<file path="src/rtl/serial_align.sv">
// Word aligner for the LVDS receiver. It searches all 16 bit offsets for the training word,
// confirms the match over consecutive words, then emits bit-aligned data words.
//
// state    | meaning
// ---------+-----------------------------------------------------------
// S_HUNT   | search all 16 offsets of {prev, DIN} for SYNC_PAT
// S_VERIFY | confirm SYNC_PAT at the chosen offset until LOCK_CNT hits
// S_LOCK   | aligned; every DIN_VLD word is emitted one cycle later
module serial_align #(
  parameter logic [15:0] SYNC_PAT = 16'hF628,
  parameter int          LOCK_CNT = 4,
  parameter int          SLIP_W   = 8
) (
  input  logic              CLKS,
  input  logic              RSTXS,
  input  logic              DIN_VLD,
  input  logic [15:0]       DIN,
  input  logic              RESYNC,
  output logic [15:0]       DOUT,
  output logic              DOUT_VLD,
  output logic              LOCKED,
  output logic [3:0]        OFFSET,
  output logic [SLIP_W-1:0] SLIP_CNT
);

  typedef enum logic [1:0] {S_HUNT, S_VERIFY, S_LOCK} state_t;

  localparam logic [3:0] LOCK_CNT_W = 4'(LOCK_CNT);

  state_t            r_state;
  state_t            w_state_nxt;
  logic [15:0]       r_prev;
  logic [3:0]        r_cnt;
  logic [3:0]        w_cnt_nxt;
  logic [3:0]        r_offset;
  logic [3:0]        w_offset_nxt;
  logic [SLIP_W-1:0] r_slip;
  logic [15:0]       r_dout;
  logic              r_dout_vld;
  logic              w_slip_inc;
  logic              w_out_en;
  logic [31:0]       w_win;
  logic [15:0]       w_cand;
  logic              w_hit;
  logic [3:0]        w_hit_k;

  assign w_win  = {r_prev, DIN};
  assign w_cand = w_win[r_offset +: 16];

  // Scan from the top down so the last assignment leaves the lowest matching offset.
  always_comb begin
    w_hit   = 1'b0;
    w_hit_k = 4'd0;
    for (int k = 15; k >= 0; k--) begin
      if (w_win[k +: 16] == SYNC_PAT) begin
        w_hit   = 1'b1;
        w_hit_k = 4'(k);
      end
    end
  end

  always_comb begin
    w_state_nxt  = r_state;
    w_cnt_nxt    = r_cnt;
    w_offset_nxt = r_offset;
    w_slip_inc   = 1'b0;
    w_out_en     = 1'b0;
    if (RESYNC) begin
      w_state_nxt = S_HUNT;
      w_cnt_nxt   = 4'd0;
      w_slip_inc  = (r_state != S_HUNT);
    end else if (DIN_VLD) begin
      case (r_state)
        S_HUNT: begin
          if (w_hit) begin
            w_offset_nxt = w_hit_k;
            w_cnt_nxt    = 4'd1;
            w_state_nxt  = (LOCK_CNT == 1) ? S_LOCK : S_VERIFY;
          end
        end
        S_VERIFY: begin
          if (w_cand == SYNC_PAT) begin
            w_cnt_nxt = r_cnt + 4'd1;
            if ((r_cnt + 4'd1) == LOCK_CNT_W) w_state_nxt = S_LOCK;
          end else begin
            w_state_nxt = S_HUNT;
            w_cnt_nxt   = 4'd0;
            w_slip_inc  = 1'b1;
          end
        end
        S_LOCK:  w_out_en = 1'b1;
        default: w_state_nxt = S_HUNT;
      endcase
    end
  end

  always_ff @(posedge CLKS or negedge RSTXS) begin
    if (!RSTXS) r_state <= S_HUNT;
    else        r_state <= w_state_nxt;
  end

  always_ff @(posedge CLKS or negedge RSTXS) begin
    if (!RSTXS) begin
      r_prev     <= 16'd0;
      r_cnt      <= 4'd0;
      r_offset   <= 4'd0;
      r_slip     <= '0;
      r_dout     <= 16'd0;
      r_dout_vld <= 1'b0;
    end else begin
      if (DIN_VLD) r_prev <= DIN;
      r_cnt      <= w_cnt_nxt;
      r_offset   <= w_offset_nxt;
      r_dout_vld <= w_out_en;
      if (w_out_en) r_dout <= w_cand;
      if (w_slip_inc && (r_slip != {SLIP_W{1'b1}}))
        r_slip <= r_slip + {{(SLIP_W-1){1'b0}}, 1'b1};
    end
  end

  assign DOUT     = r_dout;
  assign DOUT_VLD = r_dout_vld;
  assign LOCKED   = (r_state == S_LOCK);
  assign OFFSET   = r_offset;
  assign SLIP_CNT = r_slip;

endmodule

</file>
<file path="config.mk">
export PLATFORM = sky130hd
export DESIGN_NAME = serial_align
export DESIGN_NICKNAME = d
export VERILOG_FILES = /design/src/rtl/serial_align.sv
export SDC_FILE = /design/constraint.sdc
export NUM_CORES = 1
export LEC_CHECK = 0
export BUFFER_PORTS_ARGS = -buffer_cell sky130_fd_sc_hd__buf_2
export CORE_ASPECT_RATIO = 1.5
export CORE_MARGIN = 5
export CORE_UTILIZATION = 30
export DETAILED_ROUTE_END_ITERATION = 10
export SLEW_MARGIN = 5
export SYNTH_ARGS = -nofsm -noshare
export SYNTH_HDL_FRONTEND = slang
export SYNTH_SLANG_ARGS = --single-unit
</file>
<file path="constraint.sdc">
create_clock -name CLKS -period 3.1 [get_ports CLKS]
set_input_delay 0.155 -clock CLKS [delete_from_list [all_inputs] [get_ports CLKS]]
set_output_delay 0.155 -clock CLKS [all_outputs]
set_load 0.02 [all_outputs]
</file>
==> metrics.log, run 1 <==
INFO  metric layout_cells_sized_above_1 = 34.0%
INFO  metric ant_nets = 0
INFO  metric place_hpwl = 10.7 mm
INFO  metric antenna_found_initial = 0
INFO  metric max-vdd-ir-drop = 0.209 mV
INFO  metric sequential_cell_area = ~0.0013 mm²
INFO  metric timing.setup.critical_path_class = register to register
INFO  metric rsz_0062_raised_after_global_routing = yes
INFO  metric final.setup.worst_slack = 57.0 ps
INFO  metric die-width = 106 µm
INFO  metric design.final.nets = roughly 500
INFO  metric critPathLaunch = OFFSET[3]$_DFFE_PN0P_
INFO  metric number_of_placed_cells_counting_well_taps = between 600 and 700
INFO  metric post_route_skew = 9.66 ps
INFO  metric power_density = 355 mW/mm²
INFO  metric pin_count_of_the_biggest_net_entering_global_routing = 33
INFO  metric slew_limit_headroom = 38.0%
INFO  metric startpoint_type = register
INFO  metric first_global_vias = just under 4,000
INFO  metric num_rows = 52
INFO  metric synth.yosys.seq_area_share = 30.0%
INFO  metric post-route-util = 37.0%
INFO  metric tritoncts = yes
INFO  metric hold_path_startpoint = RESYNC
INFO  metric post_synthesis_cell_area = 0.00417 mm²
INFO  metric multi_input_comb_area = 0.00273 mm²
INFO  metric route.detailed.vias_per_inst = ~6.0
INFO  metric die_y = roughly 150 µm
INFO  metric fillCellCount = 1,382
INFO  metric max-cap-violations = 0
INFO  metric cell_internal_pwr = 1.26 mW
INFO  metric timing.hold.worst.class = input port to register
INFO  metric synthesis.instances = just over 400
INFO  metric combPwrFrac = around 22%
INFO  metric wl_per_cell = 21.7 µm
INFO  metric post_layout_nonfiller_instances = approximately 640
INFO  metric required_arrival_time_at_the_worst_endpoint = 3280 ps
INFO  metric grt.total_usage = 16.8%
INFO  metric die-area = about 0.016 mm²
INFO  metric synth-edff-count = 0
INFO  metric worst-slew-pin-transition = 929 ps
INFO  metric setup-tns-final = 0 ps
INFO  metric inserted_diodes = 0
INFO  metric r2r-start = OFFSET[3]$_DFFE_PN0P_
INFO  metric yosys_warning_count = 0
INFO  metric timing.final.hold_violations = 0
INFO  metric ctsLongestPathBuffers = 2
INFO  metric most_frequent_cells_in_the_layout = 49 x sky130_fd_sc_hd__dfrtp_1, 49 x sky130_fd_sc_hd__buf_2, 46 x sky130_fd_sc_hd__buf_4
INFO  metric synthesis.nets = 429
INFO  metric routed_wirelength = 13.9 mm
INFO  metric worstPathMaxFanout = 7
INFO  metric synthesis.area_per_instance = approximately 10 µm²
INFO  metric dr_pass1_iterations = 4
INFO  metric cts-root-buf = sky130_fd_sc_hd__clkbuf_16
INFO  metric grt-ovfl-total = 0
INFO  metric timing.hold.ws = about 73 ps
INFO  metric drc = 0
INFO  metric clock_power_share = between 30 and 40%
INFO  metric cts_made_buffers = 5
INFO  metric switching_power = 0.526 mW
INFO  metric core_area = around 0.014 mm²
INFO  metric area_growth_syn_to_layout = 20.6%
INFO  metric start_util = 30.7%
INFO  metric async_set_reset_flop_share_out_of_synthesis = 100%
INFO  metric cts.sink_count = 50
INFO  metric crit_path_top_delay_cell = sky130_fd_sc_hd__dfrtp_2
INFO  metric grt_pass1_wl = approximately 22 mm
INFO  metric status = completed
INFO  metric sw_ratio = 29.4%
INFO  metric setup_viol_count_final = 0
INFO  metric finalCriticalPeriod = 3040 ps
INFO  metric crit_chain = buf_4, buf_4, and2b_1, a222oi_1, nand3b_1, o32a_4, o41ai_4, buf_6, a21oi_2, mux2_4
INFO  metric crit_path_dat = ~3200 ps
INFO  metric place.port_buffers = 49
INFO  metric postSynth.topFlopCell = sky130_fd_sc_hd__dfrtp_1
INFO  metric max_freq = 329 MHz
INFO  metric ioPinCount = 50
INFO  metric post-route-period-util = 98.2%
INFO  metric critPathMaxStageDelay = 450 ps
INFO  metric vias = 3,831
INFO  metric detail_route.iter0.violations = 296
INFO  metric leakagePower = 2.09 nW
INFO  metric final-max-slew-violation-count = 0
INFO  metric clock_latency = 300 ps
INFO  metric place.gp.congestion = 0.980
INFO  metric clk_pin_slew = 70 ps
INFO  metric synth_cell_types = a little over 70
INFO  metric synth.ff_latch_count = 50
INFO  metric cpMostUsedCell = sky130_fd_sc_hd__buf_4
INFO  metric seq_power_share = 41.1%
INFO  metric end_kind = register
INFO  metric dpl_worst_slack = -40.1 ps
INFO  metric ctsHtreeMaxLevel = 2
[final timing paths]
path                                            to  slack [ps]  cells past startpoint
setup / recovery           SLIP_CNT[1]$_DFFE_PN0P_          60                     10
hold / removal              r_state[1]$_DFFE_PN0P_          70                      2
hold reg to reg                DOUT[4]$_DFFE_PN0P_         480                      2
max in group asynchronous    OFFSET[3]$_DFFE_PN0P_        1920                      3
setup reg to reg           SLIP_CNT[1]$_DFFE_PN0P_          60                     10
min in group asynchronous  SLIP_CNT[3]$_DFFE_PN0P_         400                      2
[power groups by stage]
stage / Clock, mW / Sequential [mW] / Combinational [mW]
2_1_floorplan: 0 / 0.736 / 0.209
3_5_place_dp: 0 / 0.744 / 0.376
6_report: 0.662 / 0.733 / 0.391
5_1_grt: 0.701 / 0.736 / 0.416
3_3_place_gp: 0 / 0.742 / 0.373
4_1_cts: 0.679 / 0.731 / 0.379
[Yosys cell counts, types with 11 or more instances]
library cell	number	area, µm²
sky130_fd_sc_hd__nand3_1	12	60.1
sky130_fd_sc_hd__mux2i_1	19	190
sky130_fd_sc_hd__nor2_1	22	82.6
sky130_fd_sc_hd__clkbuf_1	16	60.1
sky130_fd_sc_hd__nand4_1	12	75.1
sky130_fd_sc_hd__a21oi_1	14	70.1
sky130_fd_sc_hd__nor2b_1	11	68.8
sky130_fd_sc_hd__nand2_1	31	116
sky130_fd_sc_hd__o21ai_0	17	85.1
sky130_fd_sc_hd__dfrtp_1	50	1250
sky130_fd_sc_hd__mux2_2	30	338
sky130_fd_sc_hd__mux4_1	11	289
[per-stage QoR]
stage / power [mW] / area [µm²]
floorplan: 0.945 / 4170
global placement: 1.12 / 4740
detailed placement: 1.12 / 4740
CTS: 1.79 / 4930
global route: 1.85 / 5030
finish: 1.79 / 5030
[final cells by class]
cell class / count / area share, %
multi-input cells: 313 / 54.2
flip-flops and latches: 50 / 24.9
clock inverters: 2 / 0.770
inverters: 11 / 0.820
repair buffers: 98 / 12.5
clock buffers: 6 / 2.76
well taps: 162 / 4.03
[timing repair]
| action | CTS | global route |
|---|---|---|
| setup endpoints to repair | 4 | 9 |
| endpoints found under the hold margin | 26 | 0 |
| buffers inserted | 0 | 6 |
| pin swaps | 1 | 9 |
| hold buffers | 1 | 0 |
| resized for setup | 1 | 9 |
[sequential cells by signal (all words and copies together) (netlist names)]
| name | count |
|---|---|
| SLIP_CNT | 8 |
| r_state | 2 |
| DOUT_VLD | 1 |
| DOUT | 16 |
| r_prev | 15 |
| r_cnt | 4 |
| OFFSET | 4 |
[worst max-delay path, delay by kind of cell (launching register included)]
family	cells	cell delay (ps)
AO/OA/AOI/OAI	4	1260
buffers and inverters	3	520
flip-flops	1	450
multiplexers	1	330
AND/OR/NAND/NOR	2	370
[logic make-up after synthesis]
group,after synthesis,synth area share (%)
flip-flops,50,30.0
AND/OR/NAND/NOR,152,22.2
XOR/XNOR,9,1.89
adder cells (fa/ha/maj),3,0.899
AO/OA/AOI/OAI,78,13.9
multiplexers,71,25.1
buffers and inverters,43,5.97
[per-layer routing]
layer  share of wire [%]  track usage (%)
met5                   0                0
met4                 5.9             10.1
met3                 5.0             3.00
met2                  52             30.0
met1                  38             18.1
No activity file was read; power rests on OpenSTA's default activity.
==> run 2: changes to the inputs <==
--- a/config.mk
+++ b/config.mk
@@ -5,6 +5,7 @@
 export SDC_FILE = /design/constraint.sdc
 export NUM_CORES = 1
 export LEC_CHECK = 0
+export ABC_CLOCK_PERIOD_IN_PS = 2700
 export BUFFER_PORTS_ARGS = -buffer_cell sky130_fd_sc_hd__buf_2
 export CORE_ASPECT_RATIO = 1.5
 export CORE_MARGIN = 5
==> constraint.sdc (replaced) <==
create_clock -name CLKS -period 2.7 [get_ports CLKS]
set_input_delay 0.135 -clock CLKS [delete_from_list [all_inputs] [get_ports CLKS]]
set_output_delay 0.135 -clock CLKS [all_outputs]
set_load 0.02 [all_outputs]
==> run 2 against run 1 <==
  * The run now ends with negative setup slack left
  * Worst hold slack worse by 6.1 ps
  * Die area stayed put
  * Critical path depth unchanged
  * Clock skew is 3.2 ps lower
  * Core utilization is 5.8 points higher
  * Combinational power rose by 45%
  * Sequential share of layout area shrank 3.4 points
  * First-iteration DRC count decreased by 0.68%
  * Via count grew 6.7%
  * Global-route usage grew 1.1 points
  * Maximum frequency rose by 5.0%
==> metrics.log, run 2 (same netlist as run 1, synthesis figures left out) <==
INFO  metric place_hpwl = 11.1 mm
INFO  metric dr_pass1_iterations = 5
INFO  metric drc = 0
INFO  metric setup-tns-final = -1690 ps
INFO  metric pin_count_of_the_biggest_net_entering_global_routing = 33
INFO  metric startpoint_type = register
INFO  metric grt-ovfl-total = 0
INFO  metric final-max-slew-violation-count = 0
INFO  metric max-vdd-ir-drop = a little over 0.2 mV
INFO  metric layout_cells_sized_above_1 = 47.0%
INFO  metric wl_per_cell = just over 20 µm
INFO  metric core_area = 0.0136 mm²
INFO  metric route.detailed.vias_per_inst = approximately 5.7
INFO  metric post-route-period-util = 107%
INFO  metric die-width = 106 µm
INFO  metric worstPathMaxFanout = 6
INFO  metric required_arrival_time_at_the_worst_endpoint = about 2900 ps
INFO  metric r2r-start = OFFSET[1]$_DFFE_PN0P_
INFO  metric timing.setup.critical_path_class = register to register
INFO  metric slew_limit_headroom = 19.3%
INFO  metric end_kind = register
INFO  metric final.setup.worst_slack = -198 ps
INFO  metric most_frequent_cells_in_the_layout = 108 x sky130_fd_sc_hd__buf_4, 49 x sky130_fd_sc_hd__buf_2, 48 x sky130_fd_sc_hd__dfrtp_1
INFO  metric antenna_found_initial = 0
INFO  metric start_util = 30.7%
INFO  metric max_freq = 345 MHz
INFO  metric timing.hold.worst.class = input port to register
INFO  metric ctsHtreeMaxLevel = 2
INFO  metric rsz_0062_raised_after_global_routing = yes
INFO  metric postLayoutCellArea = 0.00583 mm²
INFO  metric cts-root-buf = sky130_fd_sc_hd__clkbuf_16
INFO  metric first_global_vias = between 4,000 and 5,000
INFO  metric detailed_place.area = slightly above 0.005 mm²
INFO  metric clock_latency = 300 ps
INFO  metric ctsLongestPathBuffers = 2
INFO  metric capturing_point_of_the_worst_reg2reg_path = SLIP_CNT[1]$_DFFE_PN0P_
INFO  metric max-cap-violations = 0
INFO  metric cts_made_buffers = 5
INFO  metric hold-path-endpoint = r_state[1]$_DFFE_PN0P_
INFO  metric area_growth_syn_to_layout = 39.6%
INFO  metric timing.final.hold_violations = 0
INFO  metric power_density = ~360 mW/mm²
INFO  metric design.final.nets = 577
INFO  metric worst_r2r_path_depth = 10
INFO  metric violations_in_the_final_reports = negative setup slack
INFO  metric num_rows = 52
INFO  metric crit_path_dat = 3080 ps
INFO  metric hold_path_startpoint = RESYNC
INFO  metric place.gp.congestion = 0.921
INFO  metric worst-slew-pin-transition = 1210 ps
INFO  metric inserted_diodes = 0
INFO  metric place.port_buffers = 49
INFO  metric clk_pin_slew = 60 ps
INFO  metric ff2ff_setup_slack = -200 ps
INFO  metric die_y = 154 µm
INFO  metric hold_depth = 2
INFO  metric cts.sink_count = 50
INFO  metric finalCriticalPeriod = 2900 ps
INFO  metric setup_viol_count_final = 14
INFO  metric status = finished, violations left
INFO  metric die-area = 0.0164 mm²
INFO  metric leakagePower = 2.51 nW
INFO  metric tritoncts = yes
INFO  metric post_route_skew = 6.45 ps
INFO  metric ioPinCount = 50
INFO  metric layout_commonest_cell = sky130_fd_sc_hd__buf_4
INFO  metric routed_wirelength = 14.8 mm
INFO  metric max_reg_flops = 16
INFO  metric detail_route.iter0.violations = 294
INFO  metric grt_pass1_wl = around 23 mm
INFO  metric vias = 4,088
INFO  metric grt.total_usage = 17.8%
INFO  metric ant_nets = 0
[run 2: changes by cell type in the layout (fill, tap and decap cells not counted), sizes merged]
cell,previous run,this run
clkbuf,6,5
inv,11,10
clkinv,1,3
buf,97,172
[run 2: layout make-up]
| class | instances | area (µm²) |
|---|---|---|
| clock buffer | 5 | 125 |
| clock inverter | 3 | 40.0 |
| fill | 1261 | 7770 |
| inverter | 11 | 41.3 |
| multi-input combinational | 313 | 2870 |
| sequential | 50 | 1250 |
| tap | 162 | 203 |
| timing repair buffer | 173 | 1290 |
[run 2: critical path, stage by stage, from the launching register on]
cell and delay (ps):
sky130_fd_sc_hd__dfrtp_2 430, sky130_fd_sc_hd__buf_12 150, sky130_fd_sc_hd__buf_12 130, sky130_fd_sc_hd__mux2i_1 110, sky130_fd_sc_hd__mux4_2 550, sky130_fd_sc_hd__or2_4 290, sky130_fd_sc_hd__o32a_4 200, sky130_fd_sc_hd__o41ai_4 300
sky130_fd_sc_hd__buf_6 210, sky130_fd_sc_hd__a21oi_4 80, sky130_fd_sc_hd__mux2_4 340
[run 2: repair_timing]
| item | in CTS | in global routing |
|---|---|---|
| setup endpoints to repair | 16 | 17 |
| setup buffers | 19 | 7 |
| pin swaps | 17 | 27 |
| hold endpoints to repair | 21 | 0 |
| hold buffers | 1 | 0 |
| gates resized for setup | 38 | 22 |
| gates cloned | 1 | 0 |
[run 2: worst max-delay path by stage]
stage,start,endpoint,depth (start not counted)
floorplan,OFFSET[1]$_DFFE_PN0P_,SLIP_CNT[1]$_DFFE_PN0P_,10
global placement,OFFSET[1]$_DFFE_PN0P_,SLIP_CNT[1]$_DFFE_PN0P_,9
detailed placement,OFFSET[1]$_DFFE_PN0P_,SLIP_CNT[1]$_DFFE_PN0P_,9
CTS,OFFSET[1]$_DFFE_PN0P_,SLIP_CNT[1]$_DFFE_PN0P_,10
global route,OFFSET[3]$_DFFE_PN0P_,r_state[0]$_DFFE_PN0P_,10
finish,OFFSET[1]$_DFFE_PN0P_,SLIP_CNT[1]$_DFFE_PN0P_,10
[run 2: layer usage]
layer	global-route usage, %	up-vias	wire, µm
met5	0	-	0
met4	11.7	0	880
met3	3.34	54	933
met2	31.9	185	7770
met1	18.8	1973	5260
li1	-	1876	-
[run 2: where the power goes]
| group | switching (mW) | total (mW) | internal [mW] |
|---|---|---|---|
| Sequential | 0.0468 | 0.830 | 0.783 |
| Combinational | 0.294 | 0.568 | 0.274 |
| Clock | 0.288 | 0.722 | 0.434 |
| Total | 0.629 | 2.12 | 1.49 |
[run 2: metrics by stage]
step                setup WS [ps]  hold slack [ps]  utilization, %  std cells  total power [mW]
CTS                          -144             67.0            41.9        711              2.10
floorplan                    -187             -161               -        406              1.08
global route                 -286             63.2            42.9        717              2.19
detailed placement           -346              156            38.1        682              1.35
finish                       -198             66.8            42.9        717              2.12
global placement             -321              151            38.1        682              1.34
